$ cat config.mk
export PLATFORM = sky130hd
export DESIGN_NAME = t_ff_toggle_sched_flat
export DESIGN_NICKNAME = d
export VERILOG_FILES = /design/src/rtl/t_ff_sched_pkg.sv /design/src/rtl/t_ff_toggle_sched_if.sv /design/src/rtl/t_ff_sched_chan.sv /design/src/rtl/t_ff_toggle_sched.sv /design/src/flat_wrapper.sv
export SDC_FILE = /design/constraint.sdc
export NUM_CORES = 1
export LEC_CHECK = 0
export CORE_ASPECT_RATIO = 0.75
export CORE_UTILIZATION = 45
export DETAILED_ROUTE_END_ITERATION = 8
export HOLD_SLACK_MARGIN = 0.02
export PLACE_DENSITY = 0.7
export SLEW_MARGIN = 25
export SYNTH_ARGS = -nofsm -noshare
export SYNTH_HDL_FRONTEND = slang
export SYNTH_SLANG_ARGS = --single-unit
$ cat constraint.sdc
create_clock -name clk -period 6.2 [get_ports clk]
set_input_delay 0.62 -clock clk [delete_from_list [all_inputs] [get_ports clk]]
set_output_delay 0.62 -clock clk [all_outputs]
set_load 0.01 [all_outputs]
$ cat src/rtl/t_ff_sched_pkg.sv
// Shared types for the t_ff toggle scheduler: FSM states, per-channel config record
// and the period-to-reload helper.
package t_ff_sched_pkg;

  localparam int SCHED_CNT_W = 8;

  typedef enum logic [1:0] {
    IDLE = 2'd0,
    RUN  = 2'd1,
    DONE = 2'd2
  } sched_state_t;

  typedef struct packed {
    logic                   en;
    logic [SCHED_CNT_W-1:0] period;
    logic [SCHED_CNT_W-1:0] count;
  } chan_cfg_t;

  // A period of 0 behaves like 1, so both reload the down-counter with 0.
  function automatic logic [SCHED_CNT_W-1:0] reload_val(input logic [SCHED_CNT_W-1:0] period);
    return (period == '0) ? '0 : period - SCHED_CNT_W'(1);
  endfunction

endpackage

$ cat src/rtl/t_ff_toggle_sched_if.sv
// Valid/ready configuration port of the t_ff toggle scheduler.
interface t_ff_toggle_sched_if #(
  parameter int N_CH  = 4,
  parameter int CNT_W = 8
);
  localparam int CH_W = (N_CH > 1) ? $clog2(N_CH) : 1;

  logic             cfg_valid;
  logic             cfg_ready;
  logic [CH_W-1:0]  cfg_ch;
  logic             cfg_en;
  logic [CNT_W-1:0] cfg_period;
  logic [CNT_W-1:0] cfg_count;

  modport master (
    output cfg_valid, cfg_ch, cfg_en, cfg_period, cfg_count,
    input  cfg_ready
  );

  modport slave (
    input  cfg_valid, cfg_ch, cfg_en, cfg_period, cfg_count,
    output cfg_ready
  );

endinterface

$ cat src/rtl/t_ff_sched_chan.sv
// One scheduler channel: config shadow, period down-counter and remaining-toggle counter.
module t_ff_sched_chan
  import t_ff_sched_pkg::*;
#(
  parameter int CNT_W = SCHED_CNT_W
) (
  input  logic      clk,
  input  logic      rstn,
  input  logic      cfg_wr,
  input  chan_cfg_t cfg_new,
  input  logic      launch,
  input  logic      abort,
  output logic      en,
  output logic      t,
  output logic      busy,
  output logic      fin
);

  chan_cfg_t        shadow;
  logic [CNT_W-1:0] cnt;
  logic [CNT_W-1:0] left;
  logic             finite;
  logic             spent;
  logic             fire;

  assign en     = shadow.en;
  assign finite = (shadow.count != '0);
  assign spent  = finite && (left == '0);
  assign fire   = busy && (cnt == '0) && !spent;
  // fin is high once nothing more will be issued: idle, or the last strobe is out.
  assign fin    = !busy || spent;

  always_ff @(posedge clk or negedge rstn) begin
    if (!rstn) begin
      shadow <= '0;
      cnt    <= '0;
      left   <= '0;
      t      <= 1'b0;
      busy   <= 1'b0;
    end else begin
      if (cfg_wr) shadow <= cfg_new;
      if (abort) begin
        t    <= 1'b0;
        busy <= 1'b0;
      end else if (launch) begin
        t    <= 1'b0;
        busy <= shadow.en;
        cnt  <= CNT_W'(reload_val(shadow.period));
        left <= CNT_W'(shadow.count);
      end else if (busy) begin
        t   <= fire;
        cnt <= (cnt == '0) ? CNT_W'(reload_val(shadow.period)) : cnt - CNT_W'(1);
        if (fire && finite) left <= left - CNT_W'(1);
        // Drop busy on the edge that ends the final strobe.
        if (t && spent) busy <= 1'b0;
      end else begin
        t <= 1'b0;
      end
    end
  end

endmodule

$ cat src/rtl/t_ff_toggle_sched.sv
// Top of the t_ff toggle scheduler: sequencing FSM, config decode, done pulse
// and the cross-channel reductions.
//   state | meaning
//   IDLE  | config writes accepted, waiting for start
//   RUN   | channels scheduling toggles until all finite ones finish or stop
//   DONE  | one-cycle done pulse, then back to IDLE
module t_ff_toggle_sched
  import t_ff_sched_pkg::*;
#(
  parameter int N_CH  = 4,
  parameter int CNT_W = SCHED_CNT_W
) (
  input  logic                clk,
  input  logic                rstn,
  t_ff_toggle_sched_if.slave  cfg,
  input  logic                start,
  input  logic                stop,
  output logic [N_CH-1:0]     t,
  output logic [N_CH-1:0]     busy,
  output logic                done
);

  localparam int CH_W = (N_CH > 1) ? $clog2(N_CH) : 1;

  sched_state_t    state;
  logic [N_CH-1:0] en_vec;
  logic [N_CH-1:0] fin_vec;
  logic [N_CH-1:0] wr_vec;
  logic            launch;
  logic            abort;
  chan_cfg_t       cfg_new;

  assign cfg_new = '{en:     cfg.cfg_en,
                     period: SCHED_CNT_W'(cfg.cfg_period),
                     count:  SCHED_CNT_W'(cfg.cfg_count)};

  assign launch = (state == IDLE) && start && !stop && (|en_vec);
  assign abort  = (state == RUN) && stop;

  for (genvar i = 0; i < N_CH; i++) begin : g_chan
    assign wr_vec[i] = cfg.cfg_valid && cfg.cfg_ready && (cfg.cfg_ch == CH_W'(i));

    t_ff_sched_chan #(.CNT_W(CNT_W)) u_chan (
      .clk     (clk),
      .rstn    (rstn),
      .cfg_wr  (wr_vec[i]),
      .cfg_new (cfg_new),
      .launch  (launch),
      .abort   (abort),
      .en      (en_vec[i]),
      .t       (t[i]),
      .busy    (busy[i]),
      .fin     (fin_vec[i])
    );
  end

  always_ff @(posedge clk or negedge rstn) begin
    if (!rstn) begin
      state         <= IDLE;
      done          <= 1'b0;
      cfg.cfg_ready <= 1'b1;
    end else begin
      case (state)
        IDLE: begin
          done <= 1'b0;
          if (launch) begin
            state         <= RUN;
            cfg.cfg_ready <= 1'b0;
          end
        end
        RUN: begin
          if (stop) begin
            state         <= IDLE;
            cfg.cfg_ready <= 1'b1;
          end else if (&fin_vec) begin
            state <= DONE;
            done  <= 1'b1;
          end
        end
        DONE: begin
          state         <= IDLE;
          done          <= 1'b0;
          cfg.cfg_ready <= 1'b1;
        end
        default: begin
          state         <= IDLE;
          done          <= 1'b0;
          cfg.cfg_ready <= 1'b1;
        end
      endcase
    end
  end

endmodule

$ cat src/flat_wrapper.sv
// flat-port wrapper written by rule: the top's interface ports become plain ports
module t_ff_toggle_sched_flat import t_ff_sched_pkg::*;
#(
  parameter int N_CH  = 4,
  parameter int CNT_W = SCHED_CNT_W
)
  (clk, rstn, start, stop, t, busy, done, cfg_cfg_valid, cfg_cfg_ch, cfg_cfg_en, cfg_cfg_period, cfg_cfg_count, cfg_cfg_ready);
  t_ff_toggle_sched_if #(.N_CH(N_CH), .CNT_W(CNT_W)) cfg_i ();
  input  logic clk;
  input  logic rstn;
  input  logic start;
  input  logic stop;
  output logic [N_CH-1:0] t;
  output logic [N_CH-1:0] busy;
  output logic done;
  input wire logic [$bits(cfg_i.cfg_valid)-1:0] cfg_cfg_valid;
  input wire logic [$bits(cfg_i.cfg_ch)-1:0] cfg_cfg_ch;
  input wire logic [$bits(cfg_i.cfg_en)-1:0] cfg_cfg_en;
  input wire logic [$bits(cfg_i.cfg_period)-1:0] cfg_cfg_period;
  input wire logic [$bits(cfg_i.cfg_count)-1:0] cfg_cfg_count;
  output wire logic [$bits(cfg_i.cfg_ready)-1:0] cfg_cfg_ready;
  assign cfg_i.cfg_valid = cfg_cfg_valid;
  assign cfg_i.cfg_ch = cfg_cfg_ch;
  assign cfg_i.cfg_en = cfg_cfg_en;
  assign cfg_i.cfg_period = cfg_cfg_period;
  assign cfg_i.cfg_count = cfg_cfg_count;
  assign cfg_cfg_ready = cfg_i.cfg_ready;
  t_ff_toggle_sched #(.N_CH(N_CH), .CNT_W(CNT_W)) u_core (.clk(clk), .rstn(rstn), .cfg(cfg_i), .start(start), .stop(stop), .t(t), .busy(busy), .done(done));
endmodule
## Word-level counts from Yosys, hierarchy flattened

Cells that the tools add are included.

- Register bits after elaboration: 144
- Latch bits: 0
- Bits in writable memories: 0
- Memory bits (read-only): 0
- Output and inout port bits: 10
- Memories kept: 0

- Add/sub/neg operators: 12
- Multiply operators: 0
- Div/mod/pow operators: 0
- Magnitude comparators: 0
- Equality and inequality tests: 9
- Shift operators: 0
- Muxes and demuxes: 66
- Bitwise operators: 1
- Reduce and logical (&&, ||, !) cells: 81

Operators by type and width:

| operator | number |
|---|---|
| $mux 8 | 28 |
| $logic_not 8->1 | 12 |
| $sub 8x1->8 const B | 12 |
| $mux 1 | 33 |
| $reduce_bool 8->1 | 4 |
| $logic_and 1x1->1 | 29 |
| $reduce_bool 2->1 | 8 |
| $reduce_and 2->1 | 7 |
| $reduce_and 3->1 | 4 |
| $logic_not 1->1 | 9 |
| $ne 2x2->1 const B | 4 |
| $mux 2 | 3 |
| $eq 2x1->1 const B | 2 |
| $eq 2x2->1 const B | 2 |
| $logic_not 2->1 | 2 |
| $logic_or 1x1->1 | 4 |
| $pmux 2 s2 | 1 |
| $reduce_and 4->1 | 1 |
| $reduce_or 4->1 | 1 |
| $ne 3x3->1 const B | 1 |
| $pmux 1 s2 | 1 |
| $not 1->1 | 1 |

## Depth between registers and ports, before layout

Gate-level depths: netlist (run 1).

- Word-level depth: 8
- Mapped depth: 8
- Gate-level depth less buffers: 7

## Modules after synthesis

From an unflattened synthesis (run 1), not the netlist that was laid out.

- Cell total of the unflattened synthesis: 870
- Area, all modules: 8441.8 um^2

Modules (own cells, without submodules):

| module | times used | cells an instance | area an instance (um^2) | sequential area each (um^2) |
|---|---|---|---|---|
| t_ff_sched_chan (u_core.g_chan[1].u_chan ...) | 2 | 210 | 2034.5 | 875.8 |
| t_ff_sched_chan (u_core.g_chan[0].u_chan) | 1 | 212 | 2098.3 | 875.8 |
| t_ff_sched_chan (u_core.g_chan[3].u_chan) | 1 | 217 | 2057.0 | 875.8 |
| t_ff_toggle_sched | 1 | 21 | 217.7 | 101.3 |

## Worst setup path after synthesis (run 1)

OpenSTA, ideal clock, no wires.

- Kind: input port to flip-flop
- Start: input port stop
- End: register u_core.g_chan[2].u_chan.cnt[0]
- Library setup time: 0.087 ns
- Arrival time: 2.166 ns
- Required time: 6.113 ns
- Setup slack: 3.947 ns
- Cell stages on the path: 6
- Buffers on the path: 1
- Path through: clkbuf_2 -> or4b_4 -> nor2_4 -> o21ai_2 -> or4_1 -> o211ai_1

- Word-level cells in the longest chain between the ends: 5
- Elaborated cells on any way between the ends: 8

Ends and longest elaborated chain:

| what | RTL line | source |
|---|---|---|
| start, declared | flat_wrapper.sv:12 | `input logic stop;` |
| $logic_not 1->1 | t_ff_toggle_sched.sv:37 | `assign launch = (state == IDLE) && start && !stop && (\|en_vec);` |
| $logic_and 1x1->1 (2 in series) | t_ff_toggle_sched.sv:37 |  |
| $reduce_bool 2->1 (no line) | - |  |
| $reduce_and 2->1 (no line) | - |  |
| end signal, assigned | t_ff_sched_chan.sv:48 | `cnt <= CNT_W'(reload_val(shadow.period));` |
| end signal, assigned | t_ff_sched_chan.sv:52 | `cnt <= (cnt == '0) ? CNT_W'(reload_val(shadow.period)) : cnt - CNT_W'(1);` |
| end, declared | t_ff_sched_chan.sv:20 | `logic [CNT_W-1:0] cnt;` |

Parallel ways exist; a longest one is shown, timed or not.
A chain may end at the register's enable or synchronous reset.

## Final worst setup path (run 1)

- Start: input port stop
- End: register u_core.g_chan[0].u_chan.cnt[7]

- Word-level cells in the longest chain between the ends: 5
- Elaborated cells on any way between the ends: 8

Ends and longest elaborated chain:

| what | RTL line |
|---|---|
| $logic_not 1->1 | t_ff_toggle_sched.sv:37 |
| $logic_and 1x1->1 (2 in series) | t_ff_toggle_sched.sv:37 |
| $reduce_bool 2->1 (no line) | - |
| $reduce_and 2->1 (no line) | - |
| end signal, assigned | t_ff_sched_chan.sv:48 |
| end signal, assigned | t_ff_sched_chan.sv:52 |
| end, declared | t_ff_sched_chan.sv:20 |

Parallel ways exist; a longest one is shown, timed or not.

==> impl_metrics.toml, run 1 <==
[grt]
grt-busiest-layer = "met1"
first_global_vias = 6238
track_usage_pct = 22.5
grt_antenna_before_repair = 0
overflow = 0
grt_max_degree = 75
use_met2_pct = 32.2
grt_use_met1_pct = 33.5
grt.met3_usage_pct = 4.77
grt_pass1_wl_um = 32700

[routing]
first_iter_violations = 632
via_per_inst = 6.09
first_pass_iters = 5
wl_um = 20200
ant_nets = 0
num_vias = 6678
drc_errors = 0
post_drt_wl_per_cell_um = 18.4

[pwr]
ir_drop_mv = 0.261
power_density_mw_per_mm2 = 500
leakage_nw = 3.84
fin_total_pwr_mw = 4.66

[sta]
fin_tns_setup_ns = 0
rsz0062_at_grt = "no"
finalSetupViolations = 0
fin_skew_ns = 0.0125
final-hold-violation-count = 0
drv_slew = 0
fin_crit_ns = 3.14
worstMarginPinSlew_ns = 0.872
setup_slack_ns = 3.06
period_share_pct = 50.6
slew_headroom_pct = 41.7
fmax_ghz = 0.318

[floorplan]
io_pins = 34
core_mm2 = 0.0178
start_util_pct = 46.4
fp-row-count = 42
dieArea_mm2 = 0.0189
die_w_um = 158
die-height_um = 119

[cts]
cts_tree = "done"
clkSinkCount = 144
post_cts_buffers = 0
cts-resized-gates = 0
holdBufCountCts = 0
cts_buffers = 17
cts_root_buf = "clkbuf_16"
clk_latency_ns = 0.43
cts_max_path_buffers = 2
path_clk_slew_ns = 0.07
cts_max_level = 4

[job]
maxCapViolations = 0

[synthesis]
synth_xor_xnor_area_share_pct = 2.76
synth_compound_area_share_pct = 14.6
synth_top_family_by_area = "simple AND/OR/NAND/NOR gates"
synth_edf_count = 0
synth_cells = 820
ys.flop_type = "dfrtp_1"
synthArstFlopShare_pct = 100
yosysWarningCount = 0
ys_types = 80
syn_area_per_cell_um2 = 10.1
synthMuxAreaShare_pct = 9.41
synth_area_leaders = "dfrtp_1 (43%), mux2_2 (9.3%), ha_1 (3.6%)"
yosys_register_bits = 144
synthAdderAreaFrac_pct = 3.64
seq_area_frac_synth_pct = 43.7
synth_area_mm2 = 0.00824
synthSimpleGateAreaFrac_pct = 21.7
yosysTopAreaCellShare_pct = 43.4
syn-num-nets = 868
yosysTopAreaCell = "dfrtp_1"

[cells_and_area]
final_cell_mix = "dfrtp_1 (143), mux2_2 (68), nand2_1 (56), nor2_1 (56), nor3_1 (38)"
final_common_cell = "dfrtp_1"
fin_nets = 889
drive_above_1_share_pct = 16.9
num_antenna_cells = 0
num-fill-cells = 1639
syn_to_final_growth_pct = 13.1

[placement]
pre_cts_ws_ns = 2.68
port_buffers = 33
place_congestion = 0.898
hpwl_um = 13700

[setup_path]
crit_start = "stop"
r2r_end = "u_core.g_chan[0].u_chan.cnt[7]"
start_kind = "primary input"
r2r_slack_ns = 3.36
arrival_ns = 3.48
cp.required_ns = 6.54
worstPathCellList = "clkdlybuf4s50_1, or4b_4, nor2_4, buf_4, nor2_1, or3b_1, o221ai_1"
regToRegStartpoint = "u_core.state[0]"
cp-end-kind = "flop"
critPathMaxStageDelay_ns = 0.67
crit_path_top_delay_cell = "nor2_4"
critPathKind = "primary input to flop"
ff2ff_path_depth = 6
worstPathMaxFanout = 30

[worst_hold_path]
hp-class = "primary input to async pin"

[outcome]
status = "completed"
[area by class of cell]
cell class,count,area (um^2),area share (%)
Timing Repair Buffer,43,418,4.48
Tap cell,242,303,3.25
Clock buffer,18,439,4.71
Clock inverter,14,133,1.42
Multi-Input combinational cell,600,4300,46.1
Inverter,35,131,1.41
Sequential cell,144,3600,38.7
[Yosys cell counts (10+ instances only)]
master,n
buf_2,16
xnor2_1,17
a21oi_1,32
ha_1,24
or4_1,16
clkbuf_1,12
dfrtp_1,143
nand4_1,12
nor2_1,56
or3_1,13
mux2_2,68
buf_4,10
nor3_1,38
nor4_1,20
nand2_1,56
inv_1,35
nand3_1,32
o21ai_0,30
o211ai_1,10
[worst max-delay path, delay by kind of cell]
family | cells | cell delay (ns)
compound gates | 1 | 0.16
buf+inv | 2 | 0.89
simple gates | 4 | 1.81
[worst max-delay path by stage]
stage,to,slack (ns),depth (start not counted)
after floorplan,u_core.g_chan[2].u_chan.cnt[0],3.95,6
after global placement,u_core.g_chan[0].u_chan.cnt[7],2.72,7
after detailed placement,u_core.g_chan[0].u_chan.cnt[7],2.68,7
after CTS,u_core.g_chan[0].u_chan.cnt[7],3.12,7
after global routing,u_core.g_chan[0].u_chan.cnt[7],2.95,7
final,u_core.g_chan[0].u_chan.cnt[7],3.06,7
[report_power, final]
part           switching (mW)  internal (mW)
Combinational           0.910          0.858
Clock                   0.438          0.567
Sequential              0.505           1.38
Total                    1.85           2.81
[per-layer routing]
metal	up-vias	routed length [um]
li1	3112	-
met1	3333	9860
met2	205	8800
met3	28	1220
met4	0	322
met5	-	0
[metrics by stage]
step	std cells	utilization [%]	hold slack [ns]	area (um^2)
2_1_floorplan	820	-	0.324	8240
3_3_place_gp	1062	49.1	0.490	8730
3_5_place_dp	1062	49.1	0.495	8730
4_1_cts	1094	52.3	0.229	9300
5_1_grt	1096	52.5	0.267	9320
6_report	1096	52.5	0.208	9320
[flip-flops by register name, summed over array words and instances (netlist names)]
| signal | count |
|---|---|
| u_core.g_chan.u_chan.busy | 4 |
| u_core.g_chan.u_chan.cnt | 32 |
| u_core.done | 1 |
| u_core.g_chan.u_chan.shadow | 64 |
| u_core.g_chan.u_chan.t | 4 |
| u_core.cfg.cfg_ready | 1 |
| u_core.state | 2 |
| u_core.g_chan.u_chan.left | 32 |
| u_core.g_chan.u_chan.en | 4 |
[cell families after synthesis]
| kind of cell | count (synthesis) |
|---|---|
| buffers and inverters | 76 |
| multiplexers | 69 |
| adder cells (fa/ha/maj) | 24 |
| AO/OA/AOI/OAI | 171 |
| flip-flops | 144 |
| XOR/XNOR | 26 |
| AND/OR/NAND/NOR | 310 |
Note: power is estimated with default switching activity, not from simulation.
==> run 2, diff against run 1 <==
clock period = 3.2 ns   (was 6.2 ns; I/O delays follow)
==> run 2 against run 1 <==
Cell area rose by 1.5%; critical path depth fell by 2; global-route usage rose by 0.61 points; utilization rose by 0.78 points; clock-buffer cell count rose by 4; register-to-register slack got worse by 2.6 ns.
==> impl_metrics.toml, run 2 (synthesis gave the netlist of run 1 again) <==
[cts]
clk_latency_ns = 0.43
holdBufCountCts = 1
cts_max_path_buffers = 2
cts_buffers = 17
clkSinkCount = 144
path_clk_slew_ns = 0.06
post_cts_buffers = 0
cts-resized-gates = 0
cts_root_buf = "clkbuf_16"
cts_tree = "done"
cts_max_level = 4

[cells_and_area]
final_cell_mix = "dfrtp_1 (143), mux2_2 (68), nand2_1 (56), nor2_1 (56), nor3_1 (38)"
final_design_area_no_fill_mm2 = 0.00946
syn_to_final_growth_pct = 14.8
fin_cells = 1105
num_antenna_cells = 0
final_common_cell = "dfrtp_1"
largest_register_ffs = 64
fin_nets = 898
regMostFlops = "u_core.g_chan.u_chan.shadow"
reg.largest.list = "u_core.g_chan.u_chan.shadow: 64 flops, u_core.g_chan.u_chan.cnt: 32 flops, u_core.g_chan.u_chan.left: 32 flops"
drive_above_1_share_pct = 17.4

[floorplan]
io_pins = 34
start_util_pct = 46.4
dieArea_mm2 = 0.0189
die-height_um = 119
die_w_um = 158
fp-row-count = 42
core_mm2 = 0.0178

[sta]
fmax_ghz = 0.404
fin_crit_ns = 2.48
final-hold-violation-count = 0
slew_headroom_pct = 43.4
fin_skew_ns = 0.00757
finalSetupViolations = 0
drv_slew = 0
worstMarginPinSlew_ns = 0.847
rsz0062_at_grt = "no"
fin_tns_setup_ns = 0
period_share_pct = 77.4

[setup_path]
critPathKind = "flop to flop"
path_buf_inv = 0
worstPathMaxFanout = 15
worstPathCellList = "nor4_2, nand3_1, and4bb_2, a31oi_1, or3_1"
cp.required_ns = 3.50
critPathMaxStageDelay_ns = 0.60
start_kind = "flop"
crit_path_top_delay_cell = "and4bb_2"
arrival_ns = 2.78
cp-end-kind = "flop"
crit_family = "simple AND/OR/NAND/NOR gates"

[placement]
placed_cells = 1070
place_congestion = 0.879
port_buffers = 33
placed_area_mm2 = 0.00880
hpwl_um = 14500

[grt]
first_global_vias = 6280
grt_antenna_before_repair = 0
grt_pass1_wl_um = 33700
grt_max_degree = 68
track_usage_pct = 23.1
overflow = 0

[job]
maxCapViolations = 0

[routing]
first_pass_iters = 5
via_per_inst = 6.02
ant_nets = 0
post_drt_wl_per_cell_um = 18.6
wl_um = 20500
num_vias = 6655
first_iter_violations = 693
drc_errors = 0

[worst_hold_path]
hp-class = "primary input to async pin"

[outcome]
status = "completed"

[pwr]
leakage_nw = 3.91
power_density_mw_per_mm2 = 984
ir_drop_mv = 0.481
==> run 2: area by class of cell <==
cell class / instances / area [um^2]
multi-input cells: 600 / 4300
fillers: 1644 / 8300
clock buffers: 22 / 474
inverters: 35 / 131
repair buffers: 52 / 497
flip-flops and latches: 144 / 3600
clock inverters: 10 / 158
well taps: 242 / 303
==> run 2: metrics by stage <==
stage | setup slack (ns) | util (%) | power, mW | hold WS [ns]
floorplan | 1.18 | - | 6.10 | 0.0244
global placement | 0.389 | 49.5 | 7.01 | 0.362
detailed placement | 0.331 | 49.5 | 7.11 | 0.363
CTS | 0.735 | 53.1 | 9.31 | 0.489
global route | 0.557 | 53.3 | 9.96 | 0.522
finish | 0.725 | 53.3 | 9.31 | 0.467
==> run 2: per-layer routing <==
layer,global-route usage [%],wire length [um],vias up
li1,-,-,3132
met1,34.9,10200,3270
met2,32.6,8770,231
met3,4.91,1270,22
met4,7.51,274,0
met5,0,0,-
==> run 2: report_power, final <==
| group | internal [mW] | switching (mW) | leakage [nW] | total (mW) |
|---|---|---|---|---|
| clock | 1.36 | 0.792 | 0.302 | 2.16 |
| sequential | 2.68 | 0.992 | 1.73 | 3.67 |
| combinational | 1.69 | 1.80 | 1.87 | 3.49 |
==> run 2: path summary, 6_finish.rpt <==
path / start / endpoint / slack [ns] / cells past startpoint
max in group asynchronous: rstn / u_core.g_chan[3].u_chan.left[7] / 1.89 / 3
hold / removal: rstn / u_core.g_chan[2].u_chan.left[4] / 0.47 / 2
hold reg to reg: u_core.g_chan[0].u_chan.shadow[2] / u_core.g_chan[0].u_chan.left[2] / 0.50 / 2
setup reg to reg: u_core.g_chan[2].u_chan.cnt[3] / u_core.g_chan[2].u_chan.left[6] / 0.72 / 5
min in group clk: u_core.g_chan[0].u_chan.shadow[2] / u_core.g_chan[0].u_chan.left[2] / 0.50 / 2
setup / recovery: u_core.g_chan[2].u_chan.cnt[3] / u_core.g_chan[2].u_chan.left[6] / 0.72 / 5
